==> config.mk <==
export PLATFORM = sky130hd
export DESIGN_NAME = ysyx_24120013_ifu_fetch
export DESIGN_NICKNAME = d
export VERILOG_FILES = /design/src/rtl/ysyx_24120013_ifu_fetch.sv
export SDC_FILE = /design/constraint.sdc
export NUM_CORES = 1
export LEC_CHECK = 0
export CAP_MARGIN = 10
export CORE_UTILIZATION = 25
export CTS_BUF_LIST = sky130_fd_sc_hd__clkbuf_2
export CTS_CLUSTER_SIZE = 40
export DETAILED_ROUTE_END_ITERATION = 10
export SYNTH_ARGS = -nofsm -noshare
export SYNTH_HDL_FRONTEND = slang
export SYNTH_SLANG_ARGS = --single-unit
==> constraint.sdc <==
create_clock -name clk -period 3.5 [get_ports clk]
set_clock_uncertainty 0.2 [all_clocks]
set_input_delay 0.7 -clock clk [delete_from_list [all_inputs] [get_ports clk]]
set_output_delay 0.7 -clock clk [all_outputs]
set_load 0.005 [all_outputs]
==> src/rtl/ysyx_24120013_ifu_fetch.sv <==
// Instruction fetch unit: owns the PC, issues one outstanding instruction read at
// a time and hands the returned word with its PC to the IDU over valid/ready.
module ysyx_24120013_ifu_fetch #(
  parameter int unsigned               ADDR_WIDTH = 32,
  parameter int unsigned               DATA_WIDTH = 32,
  parameter logic [ADDR_WIDTH-1:0]     RESET_PC   = 32'h8000_0000
) (
  input  logic                  clk,
  input  logic                  rst,
  output logic                  ifu_req_valid,
  input  logic                  ifu_req_ready,
  output logic [ADDR_WIDTH-1:0] ifu_req_addr,
  input  logic                  ifu_rsp_valid,
  input  logic [DATA_WIDTH-1:0] ifu_rsp_data,
  input  logic                  ifu_rsp_err,
  input  logic                  redirect_valid,
  input  logic [ADDR_WIDTH-1:0] redirect_pc,
  output logic [DATA_WIDTH-1:0] IFU_inst,
  output logic [ADDR_WIDTH-1:0] IFU_pc,
  output logic                  IFU_valid,
  input  logic                  IDU_ready,
  output logic                  IFU_fault
);

  localparam logic [1:0] S_REQ  = 2'd0;
  localparam logic [1:0] S_WAIT = 2'd1;
  localparam logic [1:0] S_HOLD = 2'd2;
  localparam logic [1:0] S_HALT = 2'd3;

  logic [1:0]            state_q,    state_d;
  logic [ADDR_WIDTH-1:0] pc_q,       pc_d;
  logic [ADDR_WIDTH-1:0] req_addr_q, req_addr_d;
  logic                  discard_q,  discard_d;
  logic [DATA_WIDTH-1:0] inst_q,     inst_d;
  logic [ADDR_WIDTH-1:0] ipc_q,      ipc_d;
  logic [ADDR_WIDTH-1:0] pc_plus4;
  logic                  redir_bad;

  assign pc_plus4  = pc_q + ADDR_WIDTH'(4);
  assign redir_bad = redirect_valid && (redirect_pc[1:0] != 2'b00);

  // req_addr is kept apart from pc so a redirect cannot disturb a request that
  // is still waiting for ifu_req_ready.
  always_comb begin
    state_d    = state_q;
    pc_d       = pc_q;
    req_addr_d = req_addr_q;
    discard_d  = discard_q;
    inst_d     = inst_q;
    ipc_d      = ipc_q;
    case (state_q)
      S_REQ: begin
        if (ifu_req_ready) state_d = S_WAIT;
        if (redirect_valid) begin
          pc_d      = redirect_pc;
          discard_d = 1'b1;
        end
        if (redir_bad) state_d = S_HALT;
      end
      S_WAIT: begin
        if (redirect_valid) begin
          pc_d      = redirect_pc;
          discard_d = 1'b1;
        end
        if (ifu_rsp_valid) begin
          if (discard_q || redirect_valid) begin
            discard_d  = 1'b0;
            state_d    = S_REQ;
            req_addr_d = redirect_valid ? redirect_pc : pc_q;
          end else if (ifu_rsp_err) begin
            state_d = S_HALT;
          end else begin
            inst_d  = ifu_rsp_data;
            ipc_d   = pc_q;
            state_d = S_HOLD;
          end
        end
        if (redir_bad) state_d = S_HALT;
      end
      S_HOLD: begin
        if (redirect_valid) begin
          pc_d       = redirect_pc;
          req_addr_d = redirect_pc;
          state_d    = S_REQ;
        end else if (IDU_ready) begin
          pc_d       = pc_plus4;
          req_addr_d = pc_plus4;
          state_d    = S_REQ;
        end
        if (redir_bad) state_d = S_HALT;
      end
      default: ;
    endcase
  end

  always_ff @(posedge clk or negedge rst) begin
    if (!rst) begin
      state_q    <= S_REQ;
      pc_q       <= RESET_PC;
      req_addr_q <= RESET_PC;
      discard_q  <= 1'b0;
      inst_q     <= '0;
      ipc_q      <= RESET_PC;
    end else begin
      state_q    <= state_d;
      pc_q       <= pc_d;
      req_addr_q <= req_addr_d;
      discard_q  <= discard_d;
      inst_q     <= inst_d;
      ipc_q      <= ipc_d;
    end
  end

  assign ifu_req_valid = rst && (state_q == S_REQ);
  assign ifu_req_addr  = req_addr_q;
  assign IFU_valid     = (state_q == S_HOLD);
  assign IFU_fault     = (state_q == S_HALT);
  assign IFU_inst      = inst_q;
  assign IFU_pc        = ipc_q;

endmodule

==> results of run 1 <==
## worst paths after layout
path,from,depth (start not counted),to
min reg2reg,ifu_req_addr[15]$_DFFE_PN0P_,2,ifu_req_addr[15]$_DFFE_PN0P_
min,ifu_req_addr[15]$_DFFE_PN0P_,2,ifu_req_addr[15]$_DFFE_PN0P_
min in group asynchronous,rst,3,IFU_pc[11]$_DFFE_PN0P_
max reg2reg,state_q[0]$_DFFE_PN0P_,6,ifu_req_addr[11]$_DFFE_PN0P_
max,state_q[0]$_DFFE_PN0P_,3,IFU_valid
max in group asynchronous,rst,3,IFU_pc[13]$_DFFE_PN0P_
## worst max-delay path: cells and delay by family (launching register included)
kind                     cells  cell delay [ns]
flip-flops                   1             0.48
buffers and inverters        2             0.69
adder cells (fa/ha/maj)      1             0.43
## cell type report
class / count / share of cell area
Antenna cell: 1 / 0.000283
Clock buffer: 20 / 0.0113
Clock inverter: 12 / 0.0184
Inverter: 16 / 0.00680
Multi-Input combinational cell: 429 / 0.336
Sequential cell: 131 / 0.371
Tap cell: 330 / 0.0467
Timing Repair Buffer: 185 / 0.209
## kinds of logic after synthesis
kind of cell / share of synthesized area
AND/OR/NAND/NOR: 0.135
multiplexers: 0.163
flip-flops: 0.507
AO/OA/AOI/OAI: 0.140
XOR/XNOR: 0.00676
buffers and inverters: 0.0365
adder cells (fa/ha/maj): 0.0116
## layer usage
layer / GRT usage / wire, µm / vias to the layer above
met5: 0 / 0 / -
met3: 0.0433 / 1030 / 10
met1: 0.204 / 8970 / 2609
li1: - / - / 2565
met2: 0.223 / 8860 / 113
met4: 0.0412 / 158 / 0
## cells in the final DEF, fill, tap and decap left out, types with 7 or more instances in the layout
master / synthesis / routed
sky130_fd_sc_hd__o21ai_0: 45 / 45
sky130_fd_sc_hd__mux2i_1: 18 / 18
sky130_fd_sc_hd__nand4_1: 11 / 11
sky130_fd_sc_hd__buf_4: 2 / 12
sky130_fd_sc_hd__nor2b_1: 9 / 9
sky130_fd_sc_hd__inv_1: 16 / 16
sky130_fd_sc_hd__nor2_1: 29 / 29
sky130_fd_sc_hd__clkdlybuf4s50_1: 0 / 167
sky130_fd_sc_hd__nand2_1: 64 / 64
sky130_fd_sc_hd__and3_1: 11 / 11
sky130_fd_sc_hd__a21oi_1: 41 / 41
sky130_fd_sc_hd__nor3_1: 7 / 7
sky130_fd_sc_hd__o31ai_1: 7 / 7
sky130_fd_sc_hd__mux2_2: 78 / 78
sky130_fd_sc_hd__dfrtp_1: 128 / 128
sky130_fd_sc_hd__clkbuf_2: 0 / 20
sky130_fd_sc_hd__nand3_1: 19 / 19
## state kept, by name, indices dropped and copies added (netlist names)
register / flops
IFU_inst: 32
pc_q: 32
ifu_req_addr: 32
IFU_pc: 32
state_q: 2
discard_q: 1
## what timing repair did
| action | 4_1_cts | 5_1_grt |
|---|---|---|
| endpoints found under the setup margin | 0 | 0 |
| hold buffers | 1 | 0 |
| endpoints found under the hold margin | 128 | 0 |
## per-stage QoR
stage	hold WS [ns]	setup slack, ns	instance area (µm²)
2_1_floorplan	0.204	1.01	6480
3_3_place_gp	0.264	0.650	8560
6_report	0.300	0.280	8830
4_1_cts	0.247	0.188	8830
3_5_place_dp	0.275	0.609	8560
5_1_grt	0.246	0.0378	8830
## power by group through the flow
stage               Clock, µW  Combinational [µW]  Sequential, µW
finish                   1050                3020            2840
floorplan                   0                1460            2710
global route             1170                3330            2970
CTS                      1110                3080            2850
detailed placement          0                3070            2890
global placement            0                3030            2870
==> impl_results.html, run 1 <==
<table>
<tr><th>Metric</th><th>Value</th></tr>
<tr><th colspan="2">Outcome</th></tr>
<tr><td>Status</td><td>completed</td></tr>
<tr><th colspan="2">Route</th></tr>
<tr><td>Number of design rule violations left after detail routing</td><td>0</td></tr>
<tr><td>Post-detailed-routing wire length</td><td>19000 µm</td></tr>
<tr><td>Number of violations reported at the end of detailed-routing iteration 0</td><td>283</td></tr>
<tr><td>Average wire per cell in the routed design</td><td>16.9 µm</td></tr>
<tr><td>Number of search-and-repair iterations in the first detailed-routing pass</td><td>5</td></tr>
<tr><td>Antenna violation net count after detailed routing</td><td>0</td></tr>
<tr><td>Vias per cell</td><td>4.71</td></tr>
<tr><td>Total via count after detailed routing</td><td>5297</td></tr>
<tr><th colspan="2">Synthesis</th></tr>
<tr><td>Synth Area per Inst</td><td>10.5 µm²</td></tr>
<tr><td>Synthesized instance count</td><td>617</td></tr>
<tr><td>Share of the yosys chip area belonging to registers</td><td>0.507</td></tr>
<tr><td>Fraction of registers with async set/reset</td><td>1.00</td></tr>
<tr><td>Nets in the synthesized netlist</td><td>694</td></tr>
<tr><td>Library cell with the largest summed area after synthesis</td><td>sky130_fd_sc_hd__dfrtp_1</td></tr>
<tr><td>Most frequent cell after synthesis</td><td>sky130_fd_sc_hd__dfrtp_1</td></tr>
<tr><td>Synthesis warning total</td><td>0</td></tr>
<tr><td>Dominant synthesized flop cell</td><td>sky130_fd_sc_hd__dfrtp_1</td></tr>
<tr><td>Distinct cells, synth</td><td>53</td></tr>
<tr><td>Largest cells by area after synthesis</td><td>sky130_fd_sc_hd__dfrtp_1 (49%), sky130_fd_sc_hd__mux2_2 (14%), sky130_fd_sc_hd__nand2_1 (3.7%), sky130_fd_sc_hd__o21ai_0 (3.5%), sky130_fd_sc_hd__a21oi_1 (3.2%)</td></tr>
<tr><td>Post-synthesis register bit count</td><td>131</td></tr>
<tr><td>Area share of the leading cell type in the synthesized netlist</td><td>0.495</td></tr>
<tr><td>Mapped cell area</td><td>0.00648 mm²</td></tr>
<tr><td>Post-synth top cells</td><td>sky130_fd_sc_hd__dfrtp_1 (128), sky130_fd_sc_hd__mux2_2 (78), sky130_fd_sc_hd__nand2_1 (64)</td></tr>
<tr><td>Number of enable-type register cells in the synthesized netlist</td><td>0</td></tr>
<tr><th colspan="2">STA</th></tr>
<tr><td>Final setup violation count</td><td>0</td></tr>
<tr><td>Unrepaired setup endpoints after global routing</td><td>false</td></tr>
<tr><td>Peak Freq</td><td>0.311 GHz</td></tr>
<tr><td>Slew headroom</td><td>0.478</td></tr>
<tr><td>Total negative setup slack</td><td>0 ns</td></tr>
<tr><td>Fraction of the cycle the final worst path needs</td><td>0.920</td></tr>
<tr><td>Number of endpoints with negative hold slack in the final report</td><td>0</td></tr>
<tr><td>Crit path time final</td><td>3.22 ns</td></tr>
<tr><td>Final Slew Violations</td><td>0</td></tr>
<tr><td>Tightest Pin Transition</td><td>0.783 ns</td></tr>
<tr><th colspan="2">Finish</th></tr>
<tr><td>FF/Latch Area</td><td>0.00328 mm²</td></tr>
<tr><td>Area growth syn-to-layout</td><td>36.4%</td></tr>
<tr><td>Share of the core filled with cells</td><td>0.349</td></tr>
<tr><td>Area of combinational cells with multiple inputs</td><td>0.00297 mm²</td></tr>
<tr><td>Final std cells w/o fill</td><td>1124</td></tr>
<tr><td>Fraction of final layout cells with drive strength greater than 1</td><td>0.166</td></tr>
<tr><td>Filler cells</td><td>2568</td></tr>
<tr><td>Total Nets Final</td><td>857</td></tr>
<tr><th colspan="2">Power and ir drop</th></tr>
<tr><td>Switch share</td><td>0.351</td></tr>
<tr><td>Sequential fraction of design power</td><td>0.411</td></tr>
<tr><td>IR Drop Worst-Case VDD</td><td>0.000317 V</td></tr>
<tr><td>Clock network fraction of total power</td><td>0.152</td></tr>
<tr><td>Overall power after layout</td><td>6920 µW</td></tr>
<tr><td>Net switching power</td><td>2430 µW</td></tr>
<tr><td>Static leakage</td><td>0.00370 µW</td></tr>
<tr><td>Total power density per cell area</td><td>783 mW/mm²</td></tr>
<tr><td>Comb pwr share</td><td>0.437</td></tr>
<tr><td>Internal power of the cells</td><td>4490 µW</td></tr>
<tr><th colspan="2">Clock network</th></tr>
<tr><td>Clock tree root buffer cell</td><td>sky130_fd_sc_hd__clkbuf_2</td></tr>
<tr><td>Level count of the clock H-tree</td><td>4</td></tr>
<tr><td>Clock-pin slew on the worst setup and hold paths</td><td>0.22 ns</td></tr>
<tr><td>Clk_lat worst skew</td><td>0.72 ns</td></tr>
<tr><td>Sinks on Clock Net</td><td>131</td></tr>
<tr><td>Count of cells resized by post-cts repair</td><td>0</td></tr>
<tr><td>Total setup buffers inserted after CTS</td><td>0</td></tr>
<tr><td>Clock tree buffer depth</td><td>2</td></tr>
<tr><td>Number of CTS-inserted buffers</td><td>17</td></tr>
<tr><td>CTS tree</td><td>built</td></tr>
<tr><th colspan="2">Die</th></tr>
<tr><td>Initial Util</td><td>0.256</td></tr>
<tr><td>Core Region</td><td>0.0253 mm²</td></tr>
<tr><td>Die Y</td><td>163 µm</td></tr>
<tr><td>Chip width</td><td>163 µm</td></tr>
<tr><td># rows</td><td>58</td></tr>
<tr><td>Count of pins on the block boundary</td><td>170</td></tr>
<tr><td>Die footprint</td><td>0.0266 mm²</td></tr>
<tr><th colspan="2">Placed design</th></tr>
<tr><td># port buffers</td><td>169</td></tr>
<tr><td>Gpl congestion</td><td>0.773</td></tr>
<tr><td>Placed cells</td><td>1090</td></tr>
<tr><td>Placed wire-length estimate after detailed placement</td><td>13400 µm</td></tr>
<tr><th colspan="2">Job</th></tr>
<tr><td>Max-cap violations</td><td>0</td></tr>
<tr><th colspan="2">Global route</th></tr>
<tr><td>Maximum number of pins on one net before global-route repair</td><td>132</td></tr>
<tr><td>Number of antenna violations at the first check in global routing</td><td>2</td></tr>
<tr><td>First-pass GRT wire length</td><td>29800 µm</td></tr>
<tr><td>Total global routing overflow</td><td>0</td></tr>
<tr><td>Number of global-route vias before repair</td><td>5112</td></tr>
<tr><td>Global-route total usage across every layer</td><td>0.148</td></tr>
<tr><th colspan="2">Critical path</th></tr>
<tr><td>Highest fanout seen on the critical path</td><td>11</td></tr>
<tr><td>Worst stage delay on the critical path</td><td>0.59 ns</td></tr>
<tr><td>Internal reg-to-reg setup slack</td><td>0.73 ns</td></tr>
<tr><td>Required @ worst endpoint</td><td>2.60 ns</td></tr>
<tr><td>Category of the most critical setup path</td><td>flip-flop to primary output</td></tr>
<tr><td>Cell at the slowest stage of the critical path</td><td>sky130_fd_sc_hd__clkdlybuf4s50_1</td></tr>
<tr><td>Crit end category</td><td>primary output</td></tr>
<tr><td>CP Data Arrival Time</td><td>2.32 ns</td></tr>
<tr><td>Category of the worst setup path launch point</td><td>flip-flop</td></tr>
<tr><td>Cell chain of the critical path</td><td>inv_1, ha_1, clkdlybuf4s50_1</td></tr>
<tr><th colspan="2">Hold path</th></tr>
<tr><td>Hold WC Path Type</td><td>flip-flop to flip-flop</td></tr>
</table>
(Power assumes the default switching activity.)
==> inputs of run 2 (changes only) <==
- ABC_AREA: not set -> 1
==> run 2 against run 1 <==
  * Utilization about the same
  * Area after synthesis decreased by 3.0%
  * Sequential share of layout area up 1.3 points
  * Critical path depth rose by 2
  * Sequential power down 46%
  * Combinational power shrank 94%
  * Die area decreased by 3.0%
  * Wire length is 0.97% lower
  * First-iteration DRC count rose by 53%
  * Count of clock-buffer cells in the layout is 3 lower
  * Critical endpoint is now ifu_req_valid
  * Worst hold slack lost 0.12 ns
==> impl_results.html, run 2 <==
<table>
<tr><th>Metric</th><th>Value</th></tr>
<tr><th colspan="2">Outcome</th></tr>
<tr><td>Status</td><td>completed</td></tr>
<tr><th colspan="2">Clock network</th></tr>
<tr><td>Clock tree buffer depth</td><td>2 (unchanged)</td></tr>
<tr><td>Clock tree root buffer cell</td><td>sky130_fd_sc_hd__clkbuf_2</td></tr>
<tr><td>Number of CTS-inserted buffers</td><td>17 (unchanged)</td></tr>
<tr><td>Clk_lat worst skew</td><td>0.74 ns (+0.02 ns)</td></tr>
<tr><td>Sinks on Clock Net</td><td>131 (unchanged)</td></tr>
<tr><td>Clock-pin slew on the worst setup and hold paths</td><td>0.23 ns (about the same)</td></tr>
<tr><td>Count of cells resized by post-cts repair</td><td>0 (unchanged)</td></tr>
<tr><td>Total setup buffers inserted after CTS</td><td>0 (unchanged)</td></tr>
<tr><td>Level count of the clock H-tree</td><td>4 (unchanged)</td></tr>
<tr><td>CTS tree</td><td>built</td></tr>
<tr><th colspan="2">Finish</th></tr>
<tr><td>Highest-count cells in the layout ignoring fill and taps</td><td>sky130_fd_sc_hd__nand2_1 (246), sky130_fd_sc_hd__clkdlybuf4s50_1 (167), sky130_fd_sc_hd__dfrtp_1 (128), sky130_fd_sc_hd__o21ai_0 (80), sky130_fd_sc_hd__inv_1 (56)</td></tr>
<tr><td>Final std cells w/o fill</td><td>1237 (+10%)</td></tr>
<tr><td>Commonest non-fill, non-tap cell in the layout</td><td>sky130_fd_sc_hd__nand2_1</td></tr>
<tr><td>Total Nets Final</td><td>977 (+14%)</td></tr>
<tr><td>Fraction of final layout cells with drive strength greater than 1</td><td>0.115 (-0.0515)</td></tr>
<tr><td>Antenna cells</td><td>0 (-1)</td></tr>
<tr><td>Area growth syn-to-layout</td><td>36.0%</td></tr>
<tr><td>Share of the core filled with cells</td><td>0.349 (+0.000360)</td></tr>
<tr><th colspan="2">Global route</th></tr>
<tr><td>Total global routing overflow</td><td>0 (unchanged)</td></tr>
<tr><td>Number of antenna violations at the first check in global routing</td><td>0 (-2)</td></tr>
<tr><td>Maximum number of pins on one net before global-route repair</td><td>89 (-33%)</td></tr>
<tr><td>Number of global-route vias before repair</td><td>5116 (+0.078%)</td></tr>
<tr><td>First-pass GRT wire length</td><td>29600 µm (-0.69%)</td></tr>
<tr><td>Global-route total usage across every layer</td><td>0.150 (+0.00184)</td></tr>
<tr><th colspan="2">Route</th></tr>
<tr><td>Antenna violation net count after detailed routing</td><td>0 (unchanged)</td></tr>
<tr><td>Number of design rule violations left after detail routing</td><td>0 (unchanged)</td></tr>
<tr><td>Number of search-and-repair iterations in the first detailed-routing pass</td><td>5 (unchanged)</td></tr>
<tr><td>Average wire per cell in the routed design</td><td>15.2 µm (-10%)</td></tr>
<tr><td>Vias per cell</td><td>4.43 (-6.0%)</td></tr>
<tr><td>Number of violations reported at the end of detailed-routing iteration 0</td><td>432 (+53%)</td></tr>
<tr><td>Post-detailed-routing wire length</td><td>18800 µm (-0.97%)</td></tr>
<tr><td>Total via count after detailed routing</td><td>5478 (+3.4%)</td></tr>
<tr><th colspan="2">STA</th></tr>
<tr><td>Peak Freq</td><td>0.322 GHz (+3.7%)</td></tr>
<tr><td>Fraction of the cycle the final worst path needs</td><td>0.887 (-0.0332)</td></tr>
<tr><td>Total negative setup slack</td><td>0 ns (unchanged)</td></tr>
<tr><td>Final Slew Violations</td><td>0 (unchanged)</td></tr>
<tr><td>Number of endpoints with negative hold slack in the final report</td><td>0 (unchanged)</td></tr>
<tr><td>Final setup violation count</td><td>0 (unchanged)</td></tr>
<tr><td>Unrepaired setup endpoints after global routing</td><td>false</td></tr>
<tr><td>Worst hold margin</td><td>0.184 ns (-0.116 ns)</td></tr>
<tr><td>Crit path time final</td><td>3.10 ns (-0.116 ns)</td></tr>
<tr><td>Slew headroom</td><td>0.530 (+0.0523)</td></tr>
<tr><td>Tightest Pin Transition</td><td>0.705 ns (-0.0785 ns)</td></tr>
<tr><th colspan="2">Power and ir drop</th></tr>
<tr><td>IR Drop Worst-Case VDD</td><td>0.000127 V (-60%)</td></tr>
<tr><td>Static leakage</td><td>0.00389 µW (+5.3%)</td></tr>
<tr><td>Total power density per cell area</td><td>308 mW/mm² (-61%)</td></tr>
<tr><th colspan="2">Synthesis</th></tr>
<tr><td>Most frequent cell after synthesis</td><td>sky130_fd_sc_hd__nand2_1</td></tr>
<tr><td>Post-synth top cells</td><td>sky130_fd_sc_hd__nand2_1 (246), sky130_fd_sc_hd__dfrtp_1 (128), sky130_fd_sc_hd__o21ai_0 (80)</td></tr>
<tr><td>Post-synthesis register bit count</td><td>131 (unchanged)</td></tr>
<tr><td>Synthesis warning total</td><td>0 (unchanged)</td></tr>
<tr><td>Area share of the leading cell type in the synthesized netlist</td><td>0.510 (+0.0155)</td></tr>
<tr><td>Dominant synthesized flop cell</td><td>sky130_fd_sc_hd__dfrtp_1</td></tr>
<tr><td>Number of enable-type register cells in the synthesized netlist</td><td>0 (unchanged)</td></tr>
<tr><td>Distinct cells, synth</td><td>36 (-32%)</td></tr>
<tr><td>Share of the yosys chip area belonging to registers</td><td>0.523 (+0.0159)</td></tr>
<tr><td>Largest cells by area after synthesis</td><td>sky130_fd_sc_hd__dfrtp_1 (51%), sky130_fd_sc_hd__nand2_1 (15%), sky130_fd_sc_hd__o21ai_0 (6.4%), sky130_fd_sc_hd__mux2_2 (5.7%), sky130_fd_sc_hd__inv_1 (3.3%)</td></tr>
<tr><td>Fraction of registers with async set/reset</td><td>1.00 (unchanged)</td></tr>
<tr><td>Library cell with the largest summed area after synthesis</td><td>sky130_fd_sc_hd__dfrtp_1</td></tr>
<tr><td>Synthesized instance count</td><td>733 (+19%)</td></tr>
<tr><td>Mapped cell area</td><td>0.00628 mm² (-3.0%)</td></tr>
<tr><td>Synth Area per Inst</td><td>8.57 µm² (-18%)</td></tr>
<tr><td>Nets in the synthesized netlist</td><td>810 (+17%)</td></tr>
<tr><th colspan="2">Critical path</th></tr>
<tr><td>Worst Reg-to-Reg Cells</td><td>12 (+6)</td></tr>
<tr><td>Highest fanout seen on the critical path</td><td>35 (+24)</td></tr>
<tr><td>Worst stage delay on the critical path</td><td>0.54 ns (-0.05 ns)</td></tr>
<tr><td>Category of the worst setup path launch point</td><td>input port</td></tr>
<tr><td>Category of the most critical setup path</td><td>input port to primary output</td></tr>
<tr><td>Family with the most delay on the worst path</td><td>buffers and inverters</td></tr>
<tr><td>WP buf/inv</td><td>4 (+2)</td></tr>
<tr><td>CP Data Arrival Time</td><td>2.20 ns (-0.12 ns)</td></tr>
<tr><td>Stages on the worst setup path</td><td>5 (+2)</td></tr>
<tr><td>Required @ worst endpoint</td><td>2.60 ns (about the same)</td></tr>
<tr><td>Cell at the slowest stage of the critical path</td><td>sky130_fd_sc_hd__dlygate4sd3_1</td></tr>
<tr><td>Crit end category</td><td>primary output</td></tr>
<tr><td>Cell chain of the critical path</td><td>dlygate4sd3_1, buf_6, nand2_1, inv_1, clkdlybuf4s50_1</td></tr>
<tr><th colspan="2">Die</th></tr>
<tr><td>Die footprint</td><td>0.0258 mm² (-3.0%)</td></tr>
<tr><td>Initial Util</td><td>0.257 (+0.00101)</td></tr>
<tr><td>Die Y</td><td>160 µm (-1.5%)</td></tr>
<tr><td>Count of pins on the block boundary</td><td>170 (unchanged)</td></tr>
<tr><td>Core Region</td><td>0.0245 mm² (-3.4%)</td></tr>
<tr><td># rows</td><td>57 (-1.7%)</td></tr>
<tr><td>Chip width</td><td>160 µm (-1.5%)</td></tr>
<tr><th colspan="2">Job</th></tr>
<tr><td>Max-cap violations</td><td>0 (unchanged)</td></tr>
<tr><th colspan="2">Placed design</th></tr>
<tr><td>Placed cells</td><td>1204 (+10%)</td></tr>
<tr><td>Gpl congestion</td><td>0.843 (+9.0%)</td></tr>
<tr><td># port buffers</td><td>169 (unchanged)</td></tr>
<tr><td>Placed wire-length estimate after detailed placement</td><td>13700 µm (+2.5%)</td></tr>
<tr><th colspan="2">Hold path</th></tr>
<tr><td>Hold WC Path Type</td><td>input port to asynchronous set/reset pin</td></tr>
</table>
## run 2: changes by cell type after synthesis, moves of 24 or more
cell                      delta
sky130_fd_sc_hd__nand2_1   +182
sky130_fd_sc_hd__mux2_2     -46
sky130_fd_sc_hd__inv_1      +40
sky130_fd_sc_hd__o21ai_0    +35
sky130_fd_sc_hd__a21oi_1    -34
sky130_fd_sc_hd__o21ai_1    +24
## run 2: area by class of cell
| class | count | area, µm² |
|---|---|---|
| Inverter | 62 | 238 |
| Tap cell | 324 | 405 |
| Multi-Input combinational cell | 509 | 2590 |
| Sequential cell | 131 | 3280 |
| Timing Repair Buffer | 179 | 1790 |
| Clock buffer | 17 | 85.1 |
| Clock inverter | 15 | 148 |
| Fill cell | 2545 | 15900 |
## run 2: worst paths after layout
path	end	slack, ns	from
worst min-delay path	IFU_inst[11]$_DFFE_PN0P_	0.18	rst
min in group clk	ifu_req_addr[31]$_DFFE_PN1P_	0.28	ifu_req_addr[31]$_DFFE_PN1P_
worst max register to register	ifu_req_addr[22]$_DFFE_PN0P_	1.22	state_q[0]$_DFFE_PN0P_
worst min register to register	ifu_req_addr[31]$_DFFE_PN1P_	0.28	ifu_req_addr[31]$_DFFE_PN1P_
worst max-delay path	ifu_req_valid	0.40	rst
max in group asynchronous	IFU_pc[22]$_DFFE_PN0P_	1.27	rst
## run 2: kinds of logic after synthesis
kind of cell               after synthesis  share of synthesized area
AOI/OAI and AO/OA                      121                      0.100
xor gates and xnor gates                 1                    0.00139
adders and majority gates                6                     0.0120
buffers and inverters                   93                     0.0657
DFF                                    131                      0.523
muxes                                   32                     0.0574
and+or+nand+nor                        349                      0.241
## run 2: worst register-to-register path, cell delays in order, from the launching register on
cell	delay (ns)
sky130_fd_sc_hd__dfrtp_1	0.45
sky130_fd_sc_hd__inv_1	0.11
sky130_fd_sc_hd__ha_1	0.26
sky130_fd_sc_hd__buf_4	0.21
sky130_fd_sc_hd__nand2_2	0.10
sky130_fd_sc_hd__nor2_4	0.18
sky130_fd_sc_hd__nand3_2	0.15
sky130_fd_sc_hd__nor2_4	0.20
sky130_fd_sc_hd__nand2_2	0.09
sky130_fd_sc_hd__nand2_1	0.08
sky130_fd_sc_hd__o21ai_2	0.06
sky130_fd_sc_hd__nand2_1	0.06
sky130_fd_sc_hd__nand2_1	0.06
## run 2: timing repair
| action | 4_1_cts | 5_1_grt |
|---|---|---|
| hold endpoints to repair | 33 | 0 |
| hold buffers | 1 | 0 |
| setup endpoints to repair | 0 | 0 |
## run 2: power by group
part	internal, µW	switching, µW	total, µW
combinational	86.0	84.1	170
sequential	1520	0.0000000785	1520
clock	276	666	942
total	1880	750	2630
## run 2: per-stage QoR
step           area [µm²]  setup WS (ns)  total power (µW)
2_1_floorplan        6280           1.55              1590
3_3_place_gp         8300          0.940              1720
3_5_place_dp         8300          0.896              1720
4_1_cts              8540          0.361              2680
5_1_grt              8540          0.256              2760
6_report             8540          0.396              2630
## run 2: per-layer routing
layer  global-route usage  share of wire  vias to the layer above
li1                     -              -                     2721
met1                0.204           0.47                     2551
met2                0.238           0.46                      191
met3               0.0369          0.063                       15
met4               0.0333         0.0066                        0
met5                    0              0                        -
